$ cat src/rtl/voice_gate_pkg.sv
// Shared types and constants for the voice noise gate.
// Latency: n/a (declarations only).
// Backpressure: n/a.
package voice_gate_pkg;

    localparam int SAMPLE_W = 16;
    localparam int GAIN_W   = 9;

    // Unity gain in Q1.8: 256 passes the sample through unchanged.
    localparam logic [GAIN_W-1:0] GAIN_UNITY = 9'd256;

    typedef enum logic [2:0] {
        CLOSED  = 3'd0,
        ATTACK  = 3'd1,
        OPEN    = 3'd2,
        HOLD    = 3'd3,
        RELEASE = 3'd4
    } gate_state_e;

    // Gain increment that clips at unity instead of overshooting.
    function automatic logic [GAIN_W-1:0] gain_sat_add(input logic [GAIN_W-1:0] g,
                                                       input logic [GAIN_W-1:0] step);
        logic [GAIN_W:0] sum;
        sum = {1'b0, g} + {1'b0, step};
        return (sum >= {1'b0, GAIN_UNITY}) ? GAIN_UNITY : GAIN_W'(sum);
    endfunction

    // Gain decrement that floors at zero instead of wrapping.
    function automatic logic [GAIN_W-1:0] gain_sat_sub(input logic [GAIN_W-1:0] g,
                                                       input logic [GAIN_W-1:0] step);
        return (g <= step) ? '0 : (g - step);
    endfunction

endpackage

$ cat src/rtl/voice_gate_env.sv
// Envelope follower: |sample| (saturated to 32767) then one-pole smoothing.
// Latency: abs registered on the sample strobe, envelope one cycle later.
// Backpressure: none; accepts a new sample every cycle.
module env_follower
    import voice_gate_pkg::*;
#(
    parameter int ENV_SHIFT = 4
) (
    input  logic                       clk,
    input  logic                       reset,
    input  logic                       smp_vld_i,
    input  logic signed [SAMPLE_W-1:0] smp_dat_i,
    output logic                       abs_vld_o,
    output logic        [SAMPLE_W-1:0] env_o,
    output logic        [SAMPLE_W-1:0] env_d_o
);

    logic        [SAMPLE_W-1:0] abs_d;
    logic        [SAMPLE_W-1:0] abs_q;
    logic                       abs_vld_q;
    logic        [SAMPLE_W-1:0] env_q;
    logic signed [SAMPLE_W:0]   diff_d;
    logic signed [SAMPLE_W:0]   step_d;
    logic signed [SAMPLE_W:0]   sum_d;

    // Magnitude; the most negative code has no positive twin, so clip it.
    always_comb begin
        abs_d = smp_dat_i;
        if (smp_dat_i == 16'sh8000) begin
            abs_d = 16'h7fff;
        end else if (smp_dat_i[SAMPLE_W-1]) begin
            abs_d = SAMPLE_W'(-smp_dat_i);
        end
    end

    // Both operands are <= 32767, so the 17-bit difference and sum never overflow
    // and the result stays between env and abs, i.e. within 0..32767.
    assign diff_d  = $signed({1'b0, abs_q}) - $signed({1'b0, env_q});
    assign step_d  = diff_d >>> ENV_SHIFT;
    assign sum_d   = $signed({1'b0, env_q}) + step_d;
    assign env_d_o = SAMPLE_W'(sum_d);

    // Stage 1 captures the magnitude; stage 2 commits the smoothed envelope.
    always_ff @(posedge clk) begin
        if (reset) begin
            abs_q     <= '0;
            abs_vld_q <= 1'b0;
            env_q     <= '0;
        end else begin
            abs_vld_q <= smp_vld_i;
            if (smp_vld_i) begin
                abs_q <= abs_d;
            end
            if (abs_vld_q) begin
                env_q <= env_d_o;
            end
        end
    end

    assign abs_vld_o = abs_vld_q;
    assign env_o     = env_q;

endmodule

$ cat src/rtl/voice_gate.sv
// Noise gate: envelope-driven FSM ramps a Q1.8 gain applied to the input sample.
// Latency: valid 2 cycles after the ready cycle; fully pipelined.
// Backpressure: none; a ready pulse every cycle is accepted.
module voice_gate
    import voice_gate_pkg::*;
#(
    parameter logic [15:0] OPEN_TH      = 16'd1024,
    parameter logic [15:0] CLOSE_TH     = 16'd512,
    parameter logic [11:0] HOLD_SAMPLES = 12'd2400,
    parameter logic [8:0]  ATTACK_STEP  = 9'd8,
    parameter logic [8:0]  RELEASE_STEP = 9'd1,
    parameter int          ENV_SHIFT    = 4
) (
    input  logic                       clk,
    input  logic                       reset,
    input  logic                       ready,
    input  logic signed [SAMPLE_W-1:0] SampleIn,
    input  logic                       enable,
    output logic signed [SAMPLE_W-1:0] SampleOut,
    output logic                       valid,
    output logic                       gate_open
);

    logic signed [SAMPLE_W-1:0] x_s1_q;
    logic signed [SAMPLE_W-1:0] x_s2_q;
    logic                       s1_vld;
    logic                       s2_vld_q;
    logic        [SAMPLE_W-1:0] env_cur;
    logic        [SAMPLE_W-1:0] env_d;

    gate_state_e                state_q;
    logic        [GAIN_W-1:0]   gain_q;
    logic        [11:0]         hold_q;
    logic                       gate_q;
    logic        [GAIN_W-1:0]   gain_att_d;
    logic        [GAIN_W-1:0]   gain_rel_d;

    logic signed [25:0]         prod_d;
    logic signed [SAMPLE_W-1:0] out_d;
    logic signed [SAMPLE_W-1:0] out_q;
    logic                       valid_q;

    env_follower #(
        .ENV_SHIFT (ENV_SHIFT)
    ) u_env (
        .clk       (clk),
        .reset     (reset),
        .smp_vld_i (ready),
        .smp_dat_i (SampleIn),
        .abs_vld_o (s1_vld),
        .env_o     (env_cur),
        .env_d_o   (env_d)
    );

    // Stage 1 holds the raw sample alongside the magnitude in the follower.
    always_ff @(posedge clk) begin
        if (reset) begin
            x_s1_q <= '0;
        end else if (ready) begin
            x_s1_q <= SampleIn;
        end
    end

    assign gain_att_d = gain_sat_add(gain_q, ATTACK_STEP);
    assign gain_rel_d = gain_sat_sub(gain_q, RELEASE_STEP);

    // Gate FSM: one step per sample, decided on the envelope this sample produces.
    always_ff @(posedge clk) begin
        if (reset) begin
            state_q <= CLOSED;
            gain_q  <= '0;
            hold_q  <= '0;
            gate_q  <= 1'b0;
        end else if (s1_vld) begin
            if (!enable) begin
                // Bypass parks at full gain so re-enabling resumes from OPEN.
                state_q <= OPEN;
                gain_q  <= GAIN_UNITY;
                gate_q  <= 1'b1;
            end else begin
                case (state_q)
                    CLOSED: begin
                        if (env_d >= OPEN_TH) begin
                            state_q <= ATTACK;
                            gate_q  <= 1'b1;
                        end
                    end
                    ATTACK: begin
                        gain_q <= gain_att_d;
                        if (gain_att_d == GAIN_UNITY) begin
                            state_q <= OPEN;
                        end
                    end
                    OPEN: begin
                        if (env_d < CLOSE_TH) begin
                            state_q <= HOLD;
                            hold_q  <= HOLD_SAMPLES;
                        end
                    end
                    HOLD: begin
                        if (env_d >= OPEN_TH) begin
                            state_q <= OPEN;
                        end else if (hold_q <= 12'd1) begin
                            hold_q  <= '0;
                            state_q <= RELEASE;
                            gate_q  <= 1'b0;
                        end else begin
                            hold_q <= hold_q - 12'd1;
                        end
                    end
                    RELEASE: begin
                        // A new burst re-attacks from the current gain, not from zero.
                        if (env_d >= OPEN_TH) begin
                            state_q <= ATTACK;
                            gate_q  <= 1'b1;
                        end else begin
                            gain_q <= gain_rel_d;
                            if (gain_rel_d == '0) begin
                                state_q <= CLOSED;
                            end
                        end
                    end
                    default: begin
                        state_q <= CLOSED;
                        gain_q  <= '0;
                        gate_q  <= 1'b0;
                    end
                endcase
            end
        end
    end

    // Stage 2 carries the sample so it meets the gain from its own FSM step.
    always_ff @(posedge clk) begin
        if (reset) begin
            x_s2_q   <= '0;
            s2_vld_q <= 1'b0;
        end else begin
            s2_vld_q <= s1_vld;
            if (s1_vld) begin
                x_s2_q <= x_s1_q;
            end
        end
    end

    // Q1.8 multiply with arithmetic floor; gain 256 reproduces the sample exactly.
    assign prod_d = x_s2_q * $signed({1'b0, gain_q});
    assign out_d  = SAMPLE_W'(prod_d >>> 8);

    // Stage 3 registers the gated sample and holds it between samples.
    always_ff @(posedge clk) begin
        if (reset) begin
            out_q   <= '0;
            valid_q <= 1'b0;
        end else begin
            valid_q <= s2_vld_q;
            if (s2_vld_q) begin
                out_q <= out_d;
            end
        end
    end

    assign SampleOut = out_q;
    assign valid     = valid_q;
    assign gate_open = gate_q;

endmodule

$ cat config.mk
export PLATFORM = sky130hd
export DESIGN_NAME = voice_gate
export DESIGN_NICKNAME = d
export VERILOG_FILES = /design/src/rtl/voice_gate_pkg.sv /design/src/rtl/voice_gate_env.sv /design/src/rtl/voice_gate.sv
export SDC_FILE = /design/constraint.sdc
export NUM_CORES = 1
export LEC_CHECK = 0
export CORE_MARGIN = 5
export CORE_UTILIZATION = 55
export CTS_BUF_LIST = sky130_fd_sc_hd__clkbuf_8
export CTS_CLUSTER_DIAMETER = 60
export DETAILED_ROUTE_END_ITERATION = 16
export PLACE_DENSITY = 0.83
export SETUP_SLACK_MARGIN = 0.15
export SLEW_MARGIN = 40
export SYNTH_ARGS = -nofsm -noshare
export SYNTH_HDL_FRONTEND = slang
export SYNTH_SLANG_ARGS = --single-unit
$ cat constraint.sdc
create_clock -name clk -period 9.55 [get_ports clk]
set_clock_uncertainty 0.05 [all_clocks]
set_input_delay 0.955 -clock clk [delete_from_list [all_inputs] [get_ports clk]]
set_output_delay 0.955 -clock clk [all_outputs]
set_load 0.01 [all_outputs]
# [Word-level counts from Yosys, hierarchy flattened]
# Index checks and enable logic that the tools add are counted.
[totals] ff_bits=108 out_inout_bits=18 elab_cells=78
[op_classes] n_addsub=6 n_mul=1 order_cmp=5 n_eq_ne=19 n_mux=25 n_reduce_logical=10
[ops] op="$mux 12" count=3
[ops] op="$mux 9" count=4
[ops] op="$mux 16" count=2
[ops] op="$pmux 9 s3" count=1
[ops] op="$mul 16x10->24" count=1
[ops] op="$mux 3" count=8
[ops] op="$pmux 12 s2" count=1
[ops] op="$ne 3x3->1 const B" count=6
[ops] op="$sub 16x16->17" count=1
[ops] op="$add 16x13->16" count=1
[ops] op="$eq 16x16->1 const B" count=1
[ops] op="$ge 16x11->1 const B" count=1
[ops] op="$lt 16x10->1 const B" count=1
[ops] op="$neg 16->16" count=1
[ops] op="$pmux 3 s5" count=1
[ops] op="$le 12x1->1 const B" count=1
[ops] op="$sub 12x1->12 const B" count=1
[ops] op="$add 9x4->10 const B" count=1
[ops] op="$ge 10x9->1 const B" count=1
[ops] op="$reduce_and 5->1" count=2
[ops] op="$eq 9x9->1 const B" count=1
[ops] op="$le 9x1->1 const B" count=1
[ops] op="$logic_not 9->1" count=1
[ops] op="$sub 9x1->9 const B" count=1
[ops] op="other kinds (14)" count=23

# [Longest topological paths before layout]
# Gate-level depths: netlist (run 1).
[depth] depth_word=7 depth_mapped=23 ltp_nobuf=22

# [Cells and area by module]
# From an unflattened synthesis (run 1), not the netlist that was laid out.
[unflattened] cells_unflattened=1343 hier_area_um2=11459.7
[modules_own_cells] module="voice_gate" n_inst=1 cells_per_inst=991 area_per_inst_um2=8501.9
[modules_own_cells] module="env_follower" n_inst=1 cells_per_inst=352 area_per_inst_um2=2957.8

# [Worst setup path before layout (run 1)]
# No wires, ideal clock.
[synth_path] kind="reg2reg" from="register gain_q[3]" to="register out_q[15], in the netlist SampleOut[15]" setup_ns=0.117 arrival_ns=5.750 setup_slack_ns=3.633 path_stages_with_launch=23 n_path_buf=2 synth_period_minus_slack_ns=5.917 cell_sequence="dfxtp_1 -> clkbuf_1 -> buf_1 -> nand2_1 -> fa_1 -> inv_1 -> fa_1 -> inv_1 -> fa_1 -> fa_1 -> inv_1 -> fa_1 -> ha_1 -> a21oi_1 -> o21ai_0 -> a2111oi_0 -> nor3_1 -> a21oi_1 -> o21ai_0 -> nand3_1 -> nand2_1 -> xnor2_1 -> a22o_1"
[synth_via] elab_chain_len=1
[synth_lines] item="from (decl)" line_no="voice_gate.sv:32" rtl="logic [GAIN_W-1:0] gain_q;"
[synth_lines] item="from (signal assigned)" line_no="voice_gate.sv:89" rtl="gain_q <= gain_att_d;"
[synth_lines] item="from (signal assigned)" line_no="voice_gate.sv:117" rtl="gain_q <= gain_rel_d;"
[synth_lines] item="$mul 16x10->24" line_no="voice_gate.sv:147" rtl="assign prod_d = x_s2_q * $signed({1'b0, gain_q});"
[synth_lines] item="to (signal assigned)" line_no="voice_gate.sv:158" rtl="out_q <= out_d;"
[synth_lines] item="to (decl)" line_no="voice_gate.sv:40" rtl="logic signed [SAMPLE_W-1:0] out_q;"
# Every way passes these cells.
# A chain may end at the register's enable or synchronous reset.

# [Worst setup path in the final report (run 1)]
[layout_path] from="register gain_q[2]" to="register out_q[15], in the netlist SampleOut[15]"
# The elaborated chain is that of the path after synthesis.

==> impl_metrics.toml, run 1 <==
[final_layout]
antenna_cells = 0
multi_input_area_sq_mm = 0.00807
syn2layout_area_growth_pct = 6.39
drive_gt1_share_pct = 3.80
seq_area_sq_mm = 0.00217
fill_cells = 1750
nNetsFinal = 1510

[clock_tree]
clk_latency_ns = 0.41
cts_resized = 0
path_clk_slew_ns = 0.13
htree_levels = 3
cts_setup_buffers = 0
numCtsBuffers = 9
cts_root_buf = "clkbuf_8"
clkSinkCount = 108
cts_max_path_buffers = 2
cts_hold_buffers = 0
cts_tree = "yes"

[logic_synthesis]
synth_ff_type = "dfxtp_1"
yosysSeqAreaShare_pct = 19.5
synth_edf_count = 0
yosys_warnings = 0
syn_nets = 1526
avgSynthCellArea_sq_um = 8.53
synth.ff_latch_count = 108
syn_area_sq_mm = 0.0111
synth_cells = 1302
ys_async_sr_fraction_pct = 0
synth_cell_type_count = 72

[sta]
fin_crit_ns = 6.46
setup_violations = 0
hold_ws_ns = 0.431
tns_ns = 0
max-slew-margin-rel_pct = 44.7
finalCritPeriodShare_pct = 67.6
rsz0062_at_grt = "false"
timing.final.max_slew_violations = 0
tightestPinTransition_ns = 0.829
finalHoldViolCount = 0
fmax_mhz = 155

[grt]
grt_first_pass_wirelength_microns = 40000
grt_max_degree = 78
antenna_found_initial = 0
track_usage_pct = 20.3
grt_pass1_vias = 8453
grt_overflow = 0

[die]
fp.dieH_microns = 152
die_area_sq_mm = 0.0231
design.core.area_sq_mm = 0.0200
initial_core_util_pct = 55.4
die_w_microns = 152
rows = 52
pin_count = 38

[critical_path]
cp.arrival_ns = 6.71
endpoint_kind = "register"
crit_type = "register to register"
critical_path.startpoint_type = "register"
cpMostUsedCell = "fa_1"
required_ns = 9.80
crit_buf_inv = 3
slowest_stage = "dfxtp_1"
crit_chain = "nand2_1, fa_1, inv_1, fa_1, inv_1, fa_1, fa_1, inv_1, fa_1, ha_1, a21oi_1, o21ai_0, a2111oi_0, nor3_1, a21oi_1, o21ai_0, nand3_1, nand2_1, xnor2_1, a22o_1"
cpLargestDelayFamily = "adder cells"
crit_fanout = 23
slowest_delay_ns = 0.85

[worst_hold_path]
hold_path_class = "register to register"

[place]
gp_congestion = 0.896
port_buffers = 37
dp_hpwl_microns = 18000

[drt]
wl_per_cell_microns = 15.1
totalWireLength_microns = 23600
drt_iter0_drc = 787
drc_errors = 0
final_antenna_net_count = 0
num_vias = 8721
vias_per_cell = 5.59
drt_pass1_iterations = 6

[power]
max-vdd-ir-drop_mv = 0.154
leakage_nw = 5.48
p_per_area_mw_per_mm2 = 157

[job]
drv_cap = 0

[status]
status = "finished, final reports clean"
==> state kept, by name (all words and copies together), names as in the netlist <==
name and cells:
SampleOut 16, gain_q 9, gate_open 1, hold_q 12, s2_vld_q 1, state_q 3, u_env.abs_q 16, u_env.abs_vld_o 1
u_env.env_o 16, valid 1, x_s1_q 16, x_s2_q 16
==> Yosys cell counts, types with 4 or more instances <==
cell | number | area [sq um]
nand2_1 | 99 | 372
nor3_1 | 22 | 110
nor2b_1 | 12 | 75.1
nand2b_1 | 6 | 37.5
nor4_1 | 8 | 50.1
and2_1 | 91 | 569
nand3b_1 | 4 | 30.0
nand4_1 | 7 | 43.8
o31ai_1 | 4 | 30.0
a21o_1 | 10 | 75.1
ha_1 | 89 | 1110
dfxtp_1 | 108 | 2160
buf_2 | 4 | 20.0
xor2_1 | 23 | 201
and3_1 | 5 | 31.3
a21oi_2 | 4 | 35.0
xnor2_1 | 39 | 342
or3_1 | 10 | 62.6
fa_1 | 115 | 2300
nand3_1 | 13 | 65.1
a211oi_1 | 21 | 158
nor2_1 | 133 | 499
o21ai_0 | 48 | 240
o22ai_1 | 5 | 31.3
mux2i_1 | 59 | 591
a21oi_1 | 59 | 295
o21a_1 | 8 | 60.1
buf_1 | 10 | 37.5
inv_1 | 165 | 619
clkbuf_1 | 54 | 203
==> report_power, final <==
part | internal (mW) | switching, mW
registers | 0.490 | 0.0459
clock network | 0.134 | 0.186
logic | 0.426 | 0.568
==> routing by layer <==
metal | up-vias | track usage, % | wire length [microns]
met5 | - | 0 | 0
met4 | 0 | 6.55 | 467
met3 | 38 | 1.93 | 849
met2 | 206 | 34.1 | 11800
met1 | 4246 | 27.9 | 10500
li1 | 4231 | - | -
==> layout make-up <==
type	instances	share of cell area, %
clock buffers	10	1.17
clock inverters	6	0.678
inverters	166	5.27
multi-input cells	960	68.3
flip-flops and latches	108	18.4
well taps	270	2.86
repair buffers	41	3.37
==> per-stage QoR <==
stage               setup WS, ns  instances  cell area, sq um  util [%]  power (mW)
detailed placement          3.12       1545             11600      57.8        1.52
CTS                         3.08       1561             11800      58.9        1.85
global placement            3.24       1545             11600      57.8        1.50
global route                2.62       1561             11800      59.0        1.98
finish                      3.09       1561             11800      59.0        1.85
floorplan                   3.63       1302             11100         -        1.35
==> worst reg2reg max path: stages (launching register included) <==
cell and delay [ns]:
dfxtp_1 0.85, nand2_1 0.17, fa_1 0.53, inv_1 0.05
fa_1 0.51, inv_1 0.05, fa_1 0.47, fa_1 0.54
inv_1 0.05, fa_1 0.48, ha_1 0.36, a21oi_1 0.13
o21ai_0 0.11, a2111oi_0 0.64, nor3_1 0.25, a21oi_1 0.34
o21ai_0 0.22, nand3_1 0.13, nand2_1 0.07, xnor2_1 0.13
a22o_1 0.23
==> final timing paths <==
kind / cells past startpoint / slack, ns / to / from
max: 20 / 3.09 / SampleOut[15] / gain_q[2]
min reg2reg: 2 / 0.43 / hold_q[7] / hold_q[7]
max reg2reg: 20 / 3.09 / SampleOut[15] / gain_q[2]
min: 2 / 0.43 / hold_q[7] / hold_q[7]
==> placed cells by master (no fill, tap or decap), drive strengths merged, types with 39 or more instances in the layout <==
cell type	synthesis	layout
fa	115	115
nand2	100	100
xnor2	39	39
mux2i	59	59
dfxtp	108	108
ha	89	89
and2	92	92
inv	165	168
a21oi	63	63
o21ai	52	52
nor2	134	134
==> cell families (layout without fill, tap and decap cells) <==
family          Yosys count  after routing  synth area share [%]
fa+ha+maj               204            204                  30.8
flops                   108            108                  19.5
xor+xnor                 64             64                  5.31
simple gates            433            433                  19.3
buf+inv                 234            223                  7.95
mux                      60             60                  5.42
compound gates          199            199                  11.8
No activity file was read; power rests on OpenSTA's default activity.
==> run 2: changes to the inputs <==
==> constraint.sdc (replaced) <==
create_clock -name clk -period 6.05 [get_ports clk]
set_clock_uncertainty 0.05 [all_clocks]
set_input_delay 0.605 -clock clk [delete_from_list [all_inputs] [get_ports clk]]
set_output_delay 0.605 -clock clk [all_outputs]
set_load 0.01 [all_outputs]
==> impl_metrics.toml, run 2 (synthesis gave the netlist of run 1 again) <==
[critical_path]
crit_fanout = 21
endpoint_kind = "register"
cp-endpoint = "SampleOut[15]"
required_ns = 6.31
cpMostUsedCell = "fa_1"
r2r.worst_path.cells = 20
crit_buf_inv = 4
timing.rr.end = "SampleOut[15]"
cp.depth = 20
cp.arrival_ns = 5.90
slowest_stage = "fa_1"
rr_startpoint = "gain_q[3]"
slowest_delay_ns = 0.55
rrSetupSlack_ns = 0.41
cpLargestDelayFamily = "adder cells"
crit_type = "register to register"
critical_path.startpoint_type = "register"
startpoint = "gain_q[3]"
crit_chain = "buf_6, nand2_1, fa_1, inv_1, fa_1, inv_1, fa_1, fa_1, inv_1, fa_1, ha_1, and3_1, a2111oi_2, nor3_2, a21oi_2, o21ai_1, nand3_1, nand2_1, xnor2_1, a22o_1"

[die]
design.core.area_sq_mm = 0.0200
pin_count = 38
die_w_microns = 152
die_area_sq_mm = 0.0231
initial_core_util_pct = 55.4
rows = 52
fp.dieH_microns = 152

[sta]
tns_ns = 0
fmax_mhz = 177
rsz0062_at_grt = "false"
finalHoldViolCount = 0
finalCritPeriodShare_pct = 93.3
setup_violations = 0
max-slew-margin-rel_pct = 47.2
tightestPinTransition_ns = 0.792
fin_crit_ns = 5.64
timing.final.max_slew_violations = 0
setup_slack_ns = 0.406

[drt]
vias_per_cell = 5.62
num_vias = 8861
drc_errors = 0
final_antenna_net_count = 0
drt_iter0_drc = 865
totalWireLength_microns = 24400
wl_per_cell_microns = 15.5
drt_pass1_iterations = 7

[grt]
track_usage_pct = 21.2
grt_overflow = 0
grt_pass1_vias = 9000
antenna_found_initial = 0
grt_first_pass_wirelength_microns = 41800
grt_max_degree = 74

[power]
max-vdd-ir-drop_mv = 0.219
total_power_mw = 2.91
leakage_nw = 5.56
p_per_area_mw_per_mm2 = 243

[status]
status = "finished, final reports clean"

[final_layout]
final_common_cell = "inv_1"
final_cell_mix = "inv_1 (165), nor2_1 (133), fa_1 (115)"
antenna_cells = 0
syn2layout_area_growth_pct = 7.72
final_area_sq_mm = 0.0120
nNetsFinal = 1526
drive_gt1_share_pct = 5.36

[place]
dp_hpwl_microns = 18700
place_area_sq_mm = 0.0117
gp_congestion = 0.925
port_buffers = 37
pre_cts_ws_ns = -0.171

[clock_tree]
numCtsBuffers = 9
clk_latency_ns = 0.41
cts_root_buf = "clkbuf_8"
cts_tree = "yes"
path_clk_slew_ns = 0.12
htree_levels = 3
cts_max_path_buffers = 2
clkSinkCount = 108

[worst_hold_path]
worstHoldStart = "u_env.abs_q[14]"
hold_path_class = "register to register"

[job]
drv_cap = 0
## run 2: cell types whose count changed in the layout (fill, tap and decap cells not counted), sizes merged
cell | previous run | this run
clkbuf | 10 | 9
buf | 5 | 21
bufinv | 1 | 0
clkinv | 3 | 4
inv | 168 | 169
## run 2: area by class of cell
class / instances / area (sq um)
timing repair buffer: 57 / 529
clock buffer: 9 / 124
multi-input combinational: 960 / 8090
sequential: 108 / 2170
inverter: 166 / 623
tap: 270 / 338
clock inverter: 7 / 86.3
fill: 1742 / 8080
## run 2: per-layer routing
layer  vias to the layer above  global-route usage (%)  share of wire, %
met2                       256                    36.0                50
met3                        49                    3.13               4.3
met5                         -                       0                 0
met4                         0                    6.76               2.4
met1                      4307                    27.9                43
li1                       4249                       -                 -
## run 2: worst reg2reg max path, delay by kind of cell (launching register included)
kind / cells / cell delay [ns]
adders and majority gates: 6 / 2.68
xor gates and xnor gates: 1 / 0.13
AOI/OAI and AO/OA: 4 / 1.20
buffers and inverters: 4 / 0.44
DFF: 1 / 0.37
and+or+nand+nor: 5 / 0.67
## run 2: per-stage QoR
step                std cells  hold slack (ns)  util (%)
finish                   1577            0.439      59.7
global route             1577            0.468      59.7
CTS                      1576            0.443      59.5
detailed placement       1560            0.423      58.4
global placement         1560            0.407      58.4
floorplan                1302            0.394         -
## run 2: how the worst min path moves through the flow
stage / to / slack (ns) / depth (start not counted)
floorplan: hold_q[10] / 0.39 / 2
global placement: hold_q[10] / 0.41 / 2
detailed placement: hold_q[7] / 0.42 / 2
CTS: hold_q[7] / 0.44 / 2
global route: u_env.abs_q[14] / 0.47 / 2
finish: u_env.abs_q[14] / 0.44 / 2
## run 2: report_power, final
group          total (mW)  switching [mW]  internal, mW
clock network       0.482           0.313         0.169
logic                1.59           0.914         0.672
registers           0.837          0.0637         0.774
## run 2: repair_timing
action | 4_1_cts | 5_1_grt
resized for setup | 3 | 13
pin swaps | 0 | 3
buffers inserted | 0 | 1
setup endpoints to repair | 6 | 11
hold buffers | 0 | 0
hold endpoints to repair | 0 | 0
==> run 3: changes to the inputs <==
--- a/config.mk
+++ b/config.mk
@@ -10,7 +10,7 @@
 export CTS_BUF_LIST = sky130_fd_sc_hd__clkbuf_8
 export CTS_CLUSTER_DIAMETER = 60
 export DETAILED_ROUTE_END_ITERATION = 16
-export PLACE_DENSITY = 0.83
+export PLACE_DENSITY = 0.86
 export SETUP_SLACK_MARGIN = 0.15
 export SLEW_MARGIN = 40
 export SYNTH_ARGS = -nofsm -noshare
==> constraint.sdc (replaced) <==
create_clock -name clk -period 4.9 [get_ports clk]
set_clock_uncertainty 0.05 [all_clocks]
set_input_delay 0.49 -clock clk [delete_from_list [all_inputs] [get_ports clk]]
set_output_delay 0.49 -clock clk [all_outputs]
set_load 0.01 [all_outputs]
==> impl_metrics.toml, run 3 (synthesis gave the netlist of run 1 again) <==
[critical_path]
cpLargestDelayFamily = "adder cells"
cp-endpoint = "SampleOut[9]"
rrSetupSlack_ns = -0.24
crit_chain = "buf_6, nand2_2, fa_1, inv_2, fa_1, inv_1, fa_1, fa_1, inv_1, fa_1, ha_4, and3_4, a2111oi_4, nor3_4, o21ai_2, nand2b_1, a21o_1, a21oi_2, xnor2_1, a22o_1"
r2r.worst_path.cells = 20
slowest_delay_ns = 0.52
endpoint_kind = "register"
cpMostUsedCell = "fa_1"
crit_fanout = 4
crit_buf_inv = 4
cp.depth = 20
crit_type = "register to register"
startpoint = "gain_q[3]"
rr_startpoint = "gain_q[3]"
slowest_stage = "fa_1"
cp.arrival_ns = 5.38
required_ns = 5.14
timing.rr.end = "SampleOut[9]"
critical_path.startpoint_type = "register"

[power]
p_sw_mw = 2.01
p_per_area_mw_per_mm2 = 339
leakage_nw = 6.36
clockPowerShare_pct = 11.7
pwr-share-seq_pct = 22.0
swShare_pct = 42.9
max-vdd-ir-drop_mv = 0.466
p_comb_share_pct = 66.4
p_int_mw = 2.67

[final_layout]
final_cell_mix = "inv_1 (155), nor2_1 (128), buf_4 (122)"
syn2layout_area_growth_pct = 24.1
final_area_sq_mm = 0.0138
drive_gt1_share_pct = 23.4
nNetsFinal = 1656
antenna_cells = 0
final_common_cell = "inv_1"

[grt]
grt_overflow = 0
grt_first_pass_wirelength_microns = 45300
grt_pass1_vias = 9775
antenna_found_initial = 0
track_usage_pct = 23.0
grt_max_degree = 96

[job]
drv_cap = 0

[die]
die_w_microns = 152
initial_core_util_pct = 55.4
fp.dieH_microns = 152
rows = 52
design.core.area_sq_mm = 0.0200
pin_count = 38
die_area_sq_mm = 0.0231

[drt]
wl_per_cell_microns = 16.7
drc_errors = 0
vias_per_cell = 5.69
drt_pass1_iterations = 6
totalWireLength_microns = 28400
final_antenna_net_count = 0
drt_iter0_drc = 934
num_vias = 9715

[clock_tree]
clk_latency_ns = 0.40
clkSinkCount = 108
cts_root_buf = "clkbuf_8"
cts_max_path_buffers = 2
path_clk_slew_ns = 0.11
cts_tree = "yes"
htree_levels = 3
numCtsBuffers = 9

[sta]
finalCritPeriodShare_pct = 105
fmax_mhz = 195
setup_violations = 12
timing.final.max_slew_violations = 0
setup_slack_ns = -0.238
finalHoldViolCount = 0
hold_ws_ns = 0.397
max-slew-margin-rel_pct = 40.2
fin_crit_ns = 5.14
tightestPinTransition_ns = 0.889
rsz0062_at_grt = "true"

[worst_hold_path]
hold_path_class = "input port to register"

[place]
place_area_sq_mm = 0.0125
gp_congestion = 0.894
port_buffers = 37
dp_hpwl_microns = 20000

[status]
status = "finished, violations left"
violations = "negative setup slack"
-- run 3: power groups by stage --
stage | registers (mW) | logic [mW] | clock network (mW)
global route | 1.04 | 3.35 | 0.584
detailed placement | 1.04 | 2.30 | 0
global placement | 1.04 | 2.22 | 0
CTS | 1.02 | 2.73 | 0.551
finish | 1.03 | 3.11 | 0.545
floorplan | 1.02 | 1.62 | 0
-- run 3: worst min path at each step --
stage / start / to / depth (start not counted)
2_1_floorplan: hold_q[10] / hold_q[10] / 2
3_3_place_gp: hold_q[10] / hold_q[10] / 2
3_5_place_dp: u_env.abs_q[14] / u_env.abs_q[14] / 2
4_1_cts: reset / s2_vld_q / 2
5_1_grt: reset / s2_vld_q / 2
6_report: reset / s2_vld_q / 2
-- run 3: what timing repair did --
item | CTS | global route
setup buffers | 25 | 19
hold buffers | 0 | 0
pin swaps | 62 | 94
setup endpoints to repair | 40 | 40
cloned | 0 | 1
gates resized for setup | 93 | 111
-- run 3: final cells by class --
cell class                 instances  area [sq um]
sequential                       108          2200
tap                              270           338
multi-input combinational        960          8830
inverter                         166           623
fill                            1457          6260
timing repair buffer             187          1610
clock buffer                       9           124
clock inverter                     7          58.8
-- run 3: layer usage --
| metal | global-route usage [%] | wire length (microns) | up-vias |
|---|---|---|---|
| met3 | 2.30 | 1580 | 89 |
| li1 | - | - | 4511 |
| met5 | 0 | 0 | - |
| met2 | 40.4 | 14600 | 361 |
| met4 | 7.75 | 918 | 0 |
| met1 | 29.7 | 11400 | 4754 |
-- run 3: metrics by stage --
| stage | TNS (ns) | cells | worst slack (ns) | total power [mW] | util (%) |
|---|---|---|---|---|---|
| 2_1_floorplan | -0.160 | 1302 | -0.0912 | 2.64 | - |
| 3_3_place_gp | -0.852 | 1646 | -0.187 | 3.26 | 62.4 |
| 3_5_place_dp | -3.99 | 1646 | -0.321 | 3.35 | 62.4 |
| 4_1_cts | -0.923 | 1687 | -0.171 | 4.31 | 65.9 |
| 5_1_grt | -4.66 | 1707 | -0.454 | 4.97 | 68.8 |
| 6_report | -1.85 | 1707 | -0.238 | 4.68 | 68.8 |
